$ cat src/rtl/sys_defs.sv
// Shared rename-stage configuration: register-file sizes, free-list geometry
// and the tag/pointer types used by the free list and the map table.
package sys_defs;

    localparam int ARCH_REGS_DEF      = 64;
    localparam int PHYS_REGS_DEF      = 128;
    localparam int DISPATCH_WIDTH_DEF = 1;
    localparam int COMMIT_WIDTH_DEF   = 1;
    localparam int CKPT_DEPTH_DEF     = 4;

    localparam int FL_SIZE    = PHYS_REGS_DEF - ARCH_REGS_DEF;
    localparam int FL_PTR_W   = $clog2(FL_SIZE) + 1;
    localparam int PHYS_TAG_W = $clog2(PHYS_REGS_DEF);

    typedef logic [FL_PTR_W-1:0]   fl_ptr_t;
    typedef logic [PHYS_TAG_W-1:0] phys_tag_t;

endpackage

$ cat src/rtl/fl_prefix_count.sv
// Exclusive prefix popcount of a request vector plus its total; used both to
// compact commit slots onto consecutive tail entries and to advance pointers.
module fl_prefix_count #(
    parameter int N     = 1,
    parameter int CNT_W = $clog2(N + 1)
) (
    input  logic [N-1:0]            bits,
    output logic [N-1:0][CNT_W-1:0] offset,
    output logic [CNT_W-1:0]        total
);

    logic [CNT_W-1:0] acc;

    always_comb begin
        acc    = '0;
        offset = '0;
        for (int i = 0; i < N; i++) begin
            offset[i] = acc;
            acc       = acc + CNT_W'(bits[i]);
        end
        total = acc;
    end

endmodule

$ cat src/rtl/free_list.sv
// Circular FIFO of free physical tags for rename. Head is checkpointed per
// branch so recovery and flush reclaim wrong-path allocations in one cycle.
module free_list
    import sys_defs::*;
#(
    parameter int ARCH_REGS      = ARCH_REGS_DEF,
    parameter int PHYS_REGS      = PHYS_REGS_DEF,
    parameter int DISPATCH_WIDTH = DISPATCH_WIDTH_DEF,
    parameter int COMMIT_WIDTH   = COMMIT_WIDTH_DEF,
    parameter int CKPT_DEPTH     = CKPT_DEPTH_DEF
) (
    input  logic                                             clock,
    input  logic                                             reset,
    input  logic [DISPATCH_WIDTH-1:0]                        disp_valid_i,
    output logic [DISPATCH_WIDTH-1:0][$clog2(PHYS_REGS)-1:0] alloc_phys_o,
    output logic                                             alloc_stall_o,
    output logic [$clog2(PHYS_REGS-ARCH_REGS):0]             free_count_o,
    input  logic [COMMIT_WIDTH-1:0]                          commit_valid_i,
    input  logic [COMMIT_WIDTH-1:0][$clog2(PHYS_REGS)-1:0]   commit_old_phys_i,
    input  logic                                             ckpt_save_i,
    input  logic [$clog2(CKPT_DEPTH)-1:0]                    ckpt_id_i,
    input  logic                                             restore_valid_i,
    input  logic [$clog2(CKPT_DEPTH)-1:0]                    restore_id_i,
    input  logic                                             flush_i
);

    // LIST_SIZE must be a power of two: pointer wrap relies on modulo 2^PTR_W.
    localparam int LIST_SIZE = PHYS_REGS - ARCH_REGS;
    localparam int IDX_W     = $clog2(LIST_SIZE);
    localparam int PTR_W     = IDX_W + 1;
    localparam int TAG_W     = $clog2(PHYS_REGS);
    localparam int DCNT_W    = $clog2(DISPATCH_WIDTH + 1);
    localparam int CCNT_W    = $clog2(COMMIT_WIDTH + 1);

    logic [TAG_W-1:0] entry_mem [LIST_SIZE];
    logic [PTR_W-1:0] ckpt_reg  [CKPT_DEPTH];

    logic [PTR_W-1:0] head_reg, head_next;
    logic [PTR_W-1:0] tail_reg, tail_next;
    logic [PTR_W-1:0] count;

    logic [DISPATCH_WIDTH-1:0][DCNT_W-1:0] disp_offset;
    logic [DCNT_W-1:0]                     disp_total;
    logic [DCNT_W-1:0]                     alloc_taken;
    logic [COMMIT_WIDTH-1:0][CCNT_W-1:0]   commit_offset;
    logic [CCNT_W-1:0]                     commit_total;
    logic [COMMIT_WIDTH-1:0][IDX_W-1:0]    wr_idx;

    fl_prefix_count #(.N(DISPATCH_WIDTH), .CNT_W(DCNT_W)) u_disp_count (
        .bits   (disp_valid_i),
        .offset (disp_offset),
        .total  (disp_total)
    );

    fl_prefix_count #(.N(COMMIT_WIDTH), .CNT_W(CCNT_W)) u_commit_count (
        .bits   (commit_valid_i),
        .offset (commit_offset),
        .total  (commit_total)
    );

    assign count         = tail_reg - head_reg;
    assign free_count_o  = count;
    assign alloc_stall_o = (count < PTR_W'(DISPATCH_WIDTH));

    // Slot i always peeks head+i; requests must therefore be packed from slot 0.
    for (genvar gi = 0; gi < DISPATCH_WIDTH; gi++) begin : g_alloc
        logic [IDX_W-1:0] peek_idx;
        assign peek_idx         = head_reg[IDX_W-1:0] + IDX_W'(gi);
        assign alloc_phys_o[gi] = entry_mem[peek_idx];

        a_packed_request: assert property (@(posedge clock) disable iff (reset)
            (alloc_taken != '0 && disp_valid_i[gi]) |-> (disp_offset[gi] == DCNT_W'(gi)));
    end

    for (genvar gi = 0; gi < COMMIT_WIDTH; gi++) begin : g_commit
        assign wr_idx[gi] = tail_reg[IDX_W-1:0] + IDX_W'(commit_offset[gi]);
    end

    always_comb begin
        alloc_taken = (alloc_stall_o || flush_i || restore_valid_i) ? '0 : disp_total;
        tail_next   = tail_reg + PTR_W'(commit_total);
        head_next   = head_reg + PTR_W'(alloc_taken);
        if (flush_i) begin
            head_next = {~tail_next[PTR_W-1], tail_next[IDX_W-1:0]};
        end else if (restore_valid_i) begin
            head_next = ckpt_reg[restore_id_i];
        end
    end

    always_ff @(posedge clock) begin
        if (reset) begin
            head_reg <= '0;
            tail_reg <= PTR_W'(LIST_SIZE);
            for (int k = 0; k < CKPT_DEPTH; k++) begin
                ckpt_reg[k] <= '0;
            end
            for (int k = 0; k < LIST_SIZE; k++) begin
                entry_mem[k] <= TAG_W'(ARCH_REGS + k);
            end
        end else begin
            head_reg <= head_next;
            tail_reg <= tail_next;
            if (ckpt_save_i) begin
                ckpt_reg[ckpt_id_i] <= head_next;
            end
            for (int c = 0; c < COMMIT_WIDTH; c++) begin
                if (commit_valid_i[c]) begin
                    entry_mem[wr_idx[c]] <= commit_old_phys_i[c];
                end
            end
        end
    end

    // Returning more tags than are outstanding would corrupt live entries.
    a_no_overflow: assert property (@(posedge clock) disable iff (reset || flush_i || restore_valid_i)
        (int'(count) + int'(commit_total) - int'(alloc_taken) <= LIST_SIZE));

endmodule

$ cat config.mk
export PLATFORM = sky130hd
export DESIGN_NAME = free_list
export DESIGN_NICKNAME = d
export VERILOG_FILES = /design/src/rtl/sys_defs.sv /design/src/rtl/fl_prefix_count.sv /design/src/rtl/free_list.sv
export SDC_FILE = /design/constraint.sdc
export NUM_CORES = 1
export LEC_CHECK = 0
export CAP_MARGIN = 20
export CELL_PAD_IN_SITES_DETAIL_PLACEMENT = 0
export CELL_PAD_IN_SITES_GLOBAL_PLACEMENT = 1
export CORE_MARGIN = 2
export CORE_UTILIZATION = 30
export DETAILED_ROUTE_END_ITERATION = 10
export PLACE_DENSITY = 0.6
export SYNTH_ARGS = -nofsm -noshare
export SYNTH_HDL_FRONTEND = slang
export SYNTH_HIERARCHICAL = 1
export SYNTH_SLANG_ARGS = --single-unit
export TNS_END_PERCENT = 20
$ cat constraint.sdc
create_clock -name clock -period 6 [get_ports clock]
set_input_delay 0.9 -clock clock [delete_from_list [all_inputs] [get_ports clock]]
set_output_delay 0.9 -clock clock [all_outputs]
set_load 0.05 [all_outputs]
==> flow_metrics.tcl, run 1 <==
set metrics [dict create \
    cts_resized 0 \
    startpoint_type "register" \
    start_util 0.304 \
    gr-total-overflow 0 \
    routed_wl_um 65500 \
    slew_headroom 0.258 \
    crit_chain "nor2b_1, buf_4, a22oi_1, nand2_1, o31ai_1, o221ai_1, clkdlybuf4s50_1" \
    routed_via_density 5.19 \
    rows 101 \
    use_met2 0.271 \
    yosysWarningCount 6 \
    dr.pass1.iters 5 \
    syn-num-nets 1704 \
    power.leakage_nw 7.78 \
    grt_setup_unrepaired "no" \
    die_x_um 282 \
    finalWeightedCongestion 0.850 \
    grtUsageTotal 0.167 \
    die_h_um 282 \
    cts_tree "yes" \
    cp_slowest_cell "nor2b_1" \
    grt_first_pass_wirelength_um 98300 \
    insertedDiodeCount 0 \
    grt_util_met3 0.0241 \
    largest_reg_flops 448 \
    grt_antenna_before_repair 1 \
    hpwl_um 42600 \
    status "finished, final reports clean" \
    n_fill_cell 7430 \
    ir_drop_v 0.000192 \
    grt_max_degree 74 \
    syn_area_um2 23200 \
    crit_family "buffers and inverters" \
    required_ps 5100 \
    grt_pass1_vias 14488 \
    clkSlewWorstSetupHoldPaths_ps 60 \
    clock_skew_ps 17.5 \
    numClockSinks 490 \
    fin_crit_ps 5230 \
    critPathCaptureType "primary output" \
    clock.fmax_mhz 191 \
    final_nets 1681 \
    worstMarginPinSlew_ps 1100 \
    cp.buffers_inverters 2 \
    finalSetupViolCount 0 \
    min_path_type "reg -> reg" \
    period_share 0.871 \
    busiest_layer "met2" \
    cts_buffer_depth 3 \
    drv_slew 0 \
    cap_violations 0 \
    clk-insertion-delay-late_ps 610 \
    multi_input_area_um2 7810 \
    cts_setup_buffers 0 \
    syn_area_per_cell_um2 13.8 \
    dp.cells 2625 \
    cts_hold_buf 0 \
    cp.arrival_ps 4330 \
    slowest_delay_ps 930 \
    tns_ps 0 \
    fin_cells 2721 \
    io_buffers 32 \
    root_buffer "clkbuf_16" \
    cts-buffers-inserted 53 \
    powerDensity_nw_per_um2 303 \
    area_delta_synth_final_pct 12.7 \
    ant_nets 0 \
    wl_per_cell_um 24.1 \
    drc 0 \
    hold_viol_final 0 \
    dr_total_vias 14126 \
    critPathKind "reg -> out" \
    final_layout_size_suffix_gt1_frac 0.199 \
    syn_inst 1673 \
    seqCellArea_um2 14600 \
    cts_max_level 2 \
    pin_count 33 \
    drt_iter0_drc 1415 \
    met1_usage 0.233 \
    core_area_um2 76200 \
    crit_fanout 26 \
    dieArea_um2 79400 \
]
[where the power goes]
group | total [mW] | leakage, nW | internal, mW | switching (mW)
sequential | 3.92 | 4.47 | 3.85 | 0.0667
clock | 3.20 | 0.812 | 1.84 | 1.36
combinational | 0.786 | 2.50 | 0.282 | 0.503
total | 7.91 | 7.78 | 5.98 | 1.93
[worst register-to-register path, delay by kind of cell, from the launching register on]
family                   cells  cell delay, ps
XOR/XNOR                     1             140
buffers and inverters        2             800
multiplexers                 1             260
AND/OR/NAND/NOR              2             190
AO/OA/AOI/OAI                6            1360
adder cells (fa/ha/maj)      3            1040
flip-flops                   1             310
[per-stage QoR]
step | total power [mW] | hold WS, ps | setup WS [ps] | util | cell area (µm²)
2_1_floorplan | 4.47 | 540 | 2080 | - | 23200
3_3_place_gp | 4.78 | 573 | 1450 | 0.321 | 24400
3_5_place_dp | 4.78 | 595 | 1420 | 0.321 | 24400
4_1_cts | 7.97 | 611 | 771 | 0.342 | 26100
5_1_grt | 8.14 | 641 | 578 | 0.342 | 26100
6_report | 7.91 | 601 | 775 | 0.342 | 26100
[cells in the final DEF (no fill, tap or decap), drive strengths merged, types with 5 or more instances in the layout]
cell,instances
a221oi,8
edfxtp,476
nand3,15
and3,8
a22o,11
mux4,113
nor2b,11
nand3b,5
xor2,5
mux2i,14
a32oi,5
xnor2,8
nor3,88
nand2b,85
clkbuf,67
inv,25
a22oi,32
or3b,5
buf,47
dfxtp,14
a21oi,11
ha,12
clkinv,24
nor2,102
o22ai,7
o21ai,12
nor4,32
nand2,140
or3,53
clkdlybuf4s50,28
and2,74
or2,81
nor3b,6
nand4,20
[layout make-up]
cell class,count,area share
clock inverter,29,0.00935
inverter,27,0.00388
multi-input combinational,1003,0.299
tap,1030,0.0494
timing repair buffer,75,0.0248
clock buffer,67,0.0545
sequential,490,0.559
[per-layer routing]
metal,vias to the layer above,wire (µm),share of wire
li1,6280,-,-
met1,7368,29600,0.45
met2,386,31100,0.48
met3,92,3120,0.048
met4,0,1610,0.025
met5,-,0,0
[final timing paths]
check | start | endpoint | slack [ps] | cells after the start
worst min-delay path | tail_reg[6] | tail_reg[6] | 600 | 2
worst min register to register | tail_reg[6] | tail_reg[6] | 600 | 2
worst max register to register | head_reg[4] | ckpt_reg[0][2] | 1650 | 15
worst max-delay path | head_reg[2] | alloc_phys_o[3] | 770 | 7
(Power assumes the default switching activity.)
==> inputs of run 2 (changes only) <==
--- a/config.mk
+++ b/config.mk
@@ -11,7 +11,7 @@
 export CORE_MARGIN = 2
 export CORE_UTILIZATION = 30
 export DETAILED_ROUTE_END_ITERATION = 10
-export PLACE_DENSITY = 0.6
+export PLACE_DENSITY_LB_ADDON = 0.25
 export SYNTH_ARGS = -nofsm -noshare
 export SYNTH_HDL_FRONTEND = slang
 export SYNTH_HIERARCHICAL = 1
==> constraint.sdc (replaced) <==
create_clock -name clock -period 6.7 [get_ports clock]
set_input_delay 1.005 -clock clock [delete_from_list [all_inputs] [get_ports clock]]
set_output_delay 1.005 -clock clock [all_outputs]
set_load 0.1 [all_outputs]
==> flow_metrics.tcl, run 2 (synthesis gave the netlist of run 1 again) <==
set metrics [dict create \
    rr_endpoint "ckpt_reg[1][1]" \
    powerDensity_nw_per_um2 278 \
    place_ws_ps 1710 \
    wl_met2_um 32100 \
    die_x_um 282 \
    area_delta_synth_final_pct 12.8 \
    whs_ps 600 \
    die_h_um 282 \
    wl_per_cell_um 24.3 \
    io_buffers 32 \
    clock_skew_ps 15.4 \
    dr.pass1.iters 5 \
    hold_viol_final 0 \
    slowest_delay_ps 1070 \
    gr-total-overflow 0 \
    startpoint_type "register" \
    hold_end "tail_reg[6]" \
    required_ps 5690 \
    numClockSinks 490 \
    final_cell_mix "edfxtp_1, nand2_1, mux4_2, nor2_1, nand2b_1" \
    dr_total_vias 13837 \
    routed_via_density 5.10 \
    finalSetupViolCount 0 \
    rrSetupSlack_ps 2240 \
    cp.buffers_inverters 2 \
    hpwl_um 41700 \
    final_nets 1671 \
    cts-buffers-inserted 54 \
    status "finished, final reports clean" \
    critPathCaptureType "primary output" \
    insertedDiodeCount 0 \
    pin_count 33 \
    clock.fmax_mhz 178 \
    met1_length_um 29200 \
    cp.arrival_ps 4620 \
    grt_pass1_vias 14227 \
    cts_buffer_depth 3 \
    tns_ps 0 \
    cap_violations 0 \
    dieArea_um2 79400 \
    clkSlewWorstSetupHoldPaths_ps 70 \
    grt_first_pass_wirelength_um 98200 \
    cts_tree "yes" \
    finalWeightedCongestion 0.797 \
    min_path_type "reg -> reg" \
    clk-insertion-delay-late_ps 620 \
    drv_slew 0 \
    ir_drop_v 0.000166 \
    cts_resized 0 \
    drc 0 \
    route.top_layer_used "met4" \
    setup_slack_ps 1080 \
    met3_length_um 3170 \
    stdcell_area_um2 26100 \
    crit_fanout 36 \
    final_layout_size_suffix_gt1_frac 0.196 \
    routed_wl_um 65900 \
    grt_setup_unrepaired "no" \
    layout_commonest_cell "edfxtp_1" \
    grt_max_degree 71 \
    reg2reg_depth 13 \
    drt_iter0_drc 1250 \
    grt_antenna_before_repair 1 \
    crit_chain "buf_12, mux4_2, a22o_1, a221oi_1, o221ai_1, clkdlybuf4s50_1" \
    grtUsageTotal 0.169 \
    largest_reg_flops 448 \
    rr_startpoint "head_reg[0]" \
    cts_setup_buffers 0 \
    place_area_um2 24400 \
    critPathKind "reg -> out" \
    cts_hold_buf 0 \
    cp_slowest_cell "clkdlybuf4s50_1" \
    ant_nets 0 \
    crit_family "buffers and inverters" \
    cts_max_level 2 \
    rows 101 \
    start_util 0.304 \
    core_area_um2 76200 \
    worstMarginPinSlew_ps 1090 \
    slew_headroom 0.270 \
    power.leakage_nw 7.76 \
    root_buffer "clkbuf_16" \
    fin_crit_ps 5620 \
    hp-start "tail_reg[6]" \
    period_share 0.839 \
    min_path_cells 2 \
]
## run 2: layer usage
layer,track usage,up-vias
li1,-,6261
met3,0.0254,88
met2,0.279,376
met5,0,-
met4,0.0436,0
met1,0.232,7112
## run 2: through the flow
step                       util  cells  total power, mW
after floorplan               -   1673             4.08
after global placement    0.320   2612             4.35
after detailed placement  0.320   2614             4.35
after CTS                 0.343   2712             7.35
after global routing      0.343   2712             7.50
final                     0.343   2712             7.27
## run 2: worst reg2reg max path: stages, from the launching register on
cell and delay [ps]:
dfxtp_4 710, buf_12 380, ha_1 320, nor2b_1 60, o21a_1 180, or3_1 320, a2111oi_0 590, a31oi_1 220
ha_1 260, ha_1 300, a21oi_1 70, a211oi_1 560, nand2_1 210, nor2_1 150
## run 2: report_power, final
part | internal [mW] | switching [mW]
clock | 1.74 | 1.26
combinational | 0.250 | 0.524
sequential | 3.45 | 0.0536
## run 2: final cells by class
cell class,instances,area (µm²)
clock buffer,67,1420
sequential,490,14600
tap,1030,1290
fill,7354,50100
clock inverter,31,332
inverter,27,101
multi-input combinational,1003,7810
timing repair buffer,64,588
## run 2: worst max-delay path by stage
stage / slack (ps) / cells after the start / to / start
final: 1080 / 6 / alloc_phys_o[6] / head_reg[0]
after global routing: 830 / 8 / alloc_stall_o / head_reg[0]
after CTS: 1030 / 6 / alloc_phys_o[6] / head_reg[0]
after detailed placement: 1710 / 6 / alloc_phys_o[6] / head_reg[0]
after global placement: 1610 / 6 / alloc_phys_o[6] / head_reg[0]
after floorplan: 2000 / 15 / ckpt_reg[0][6] / head_reg[3]
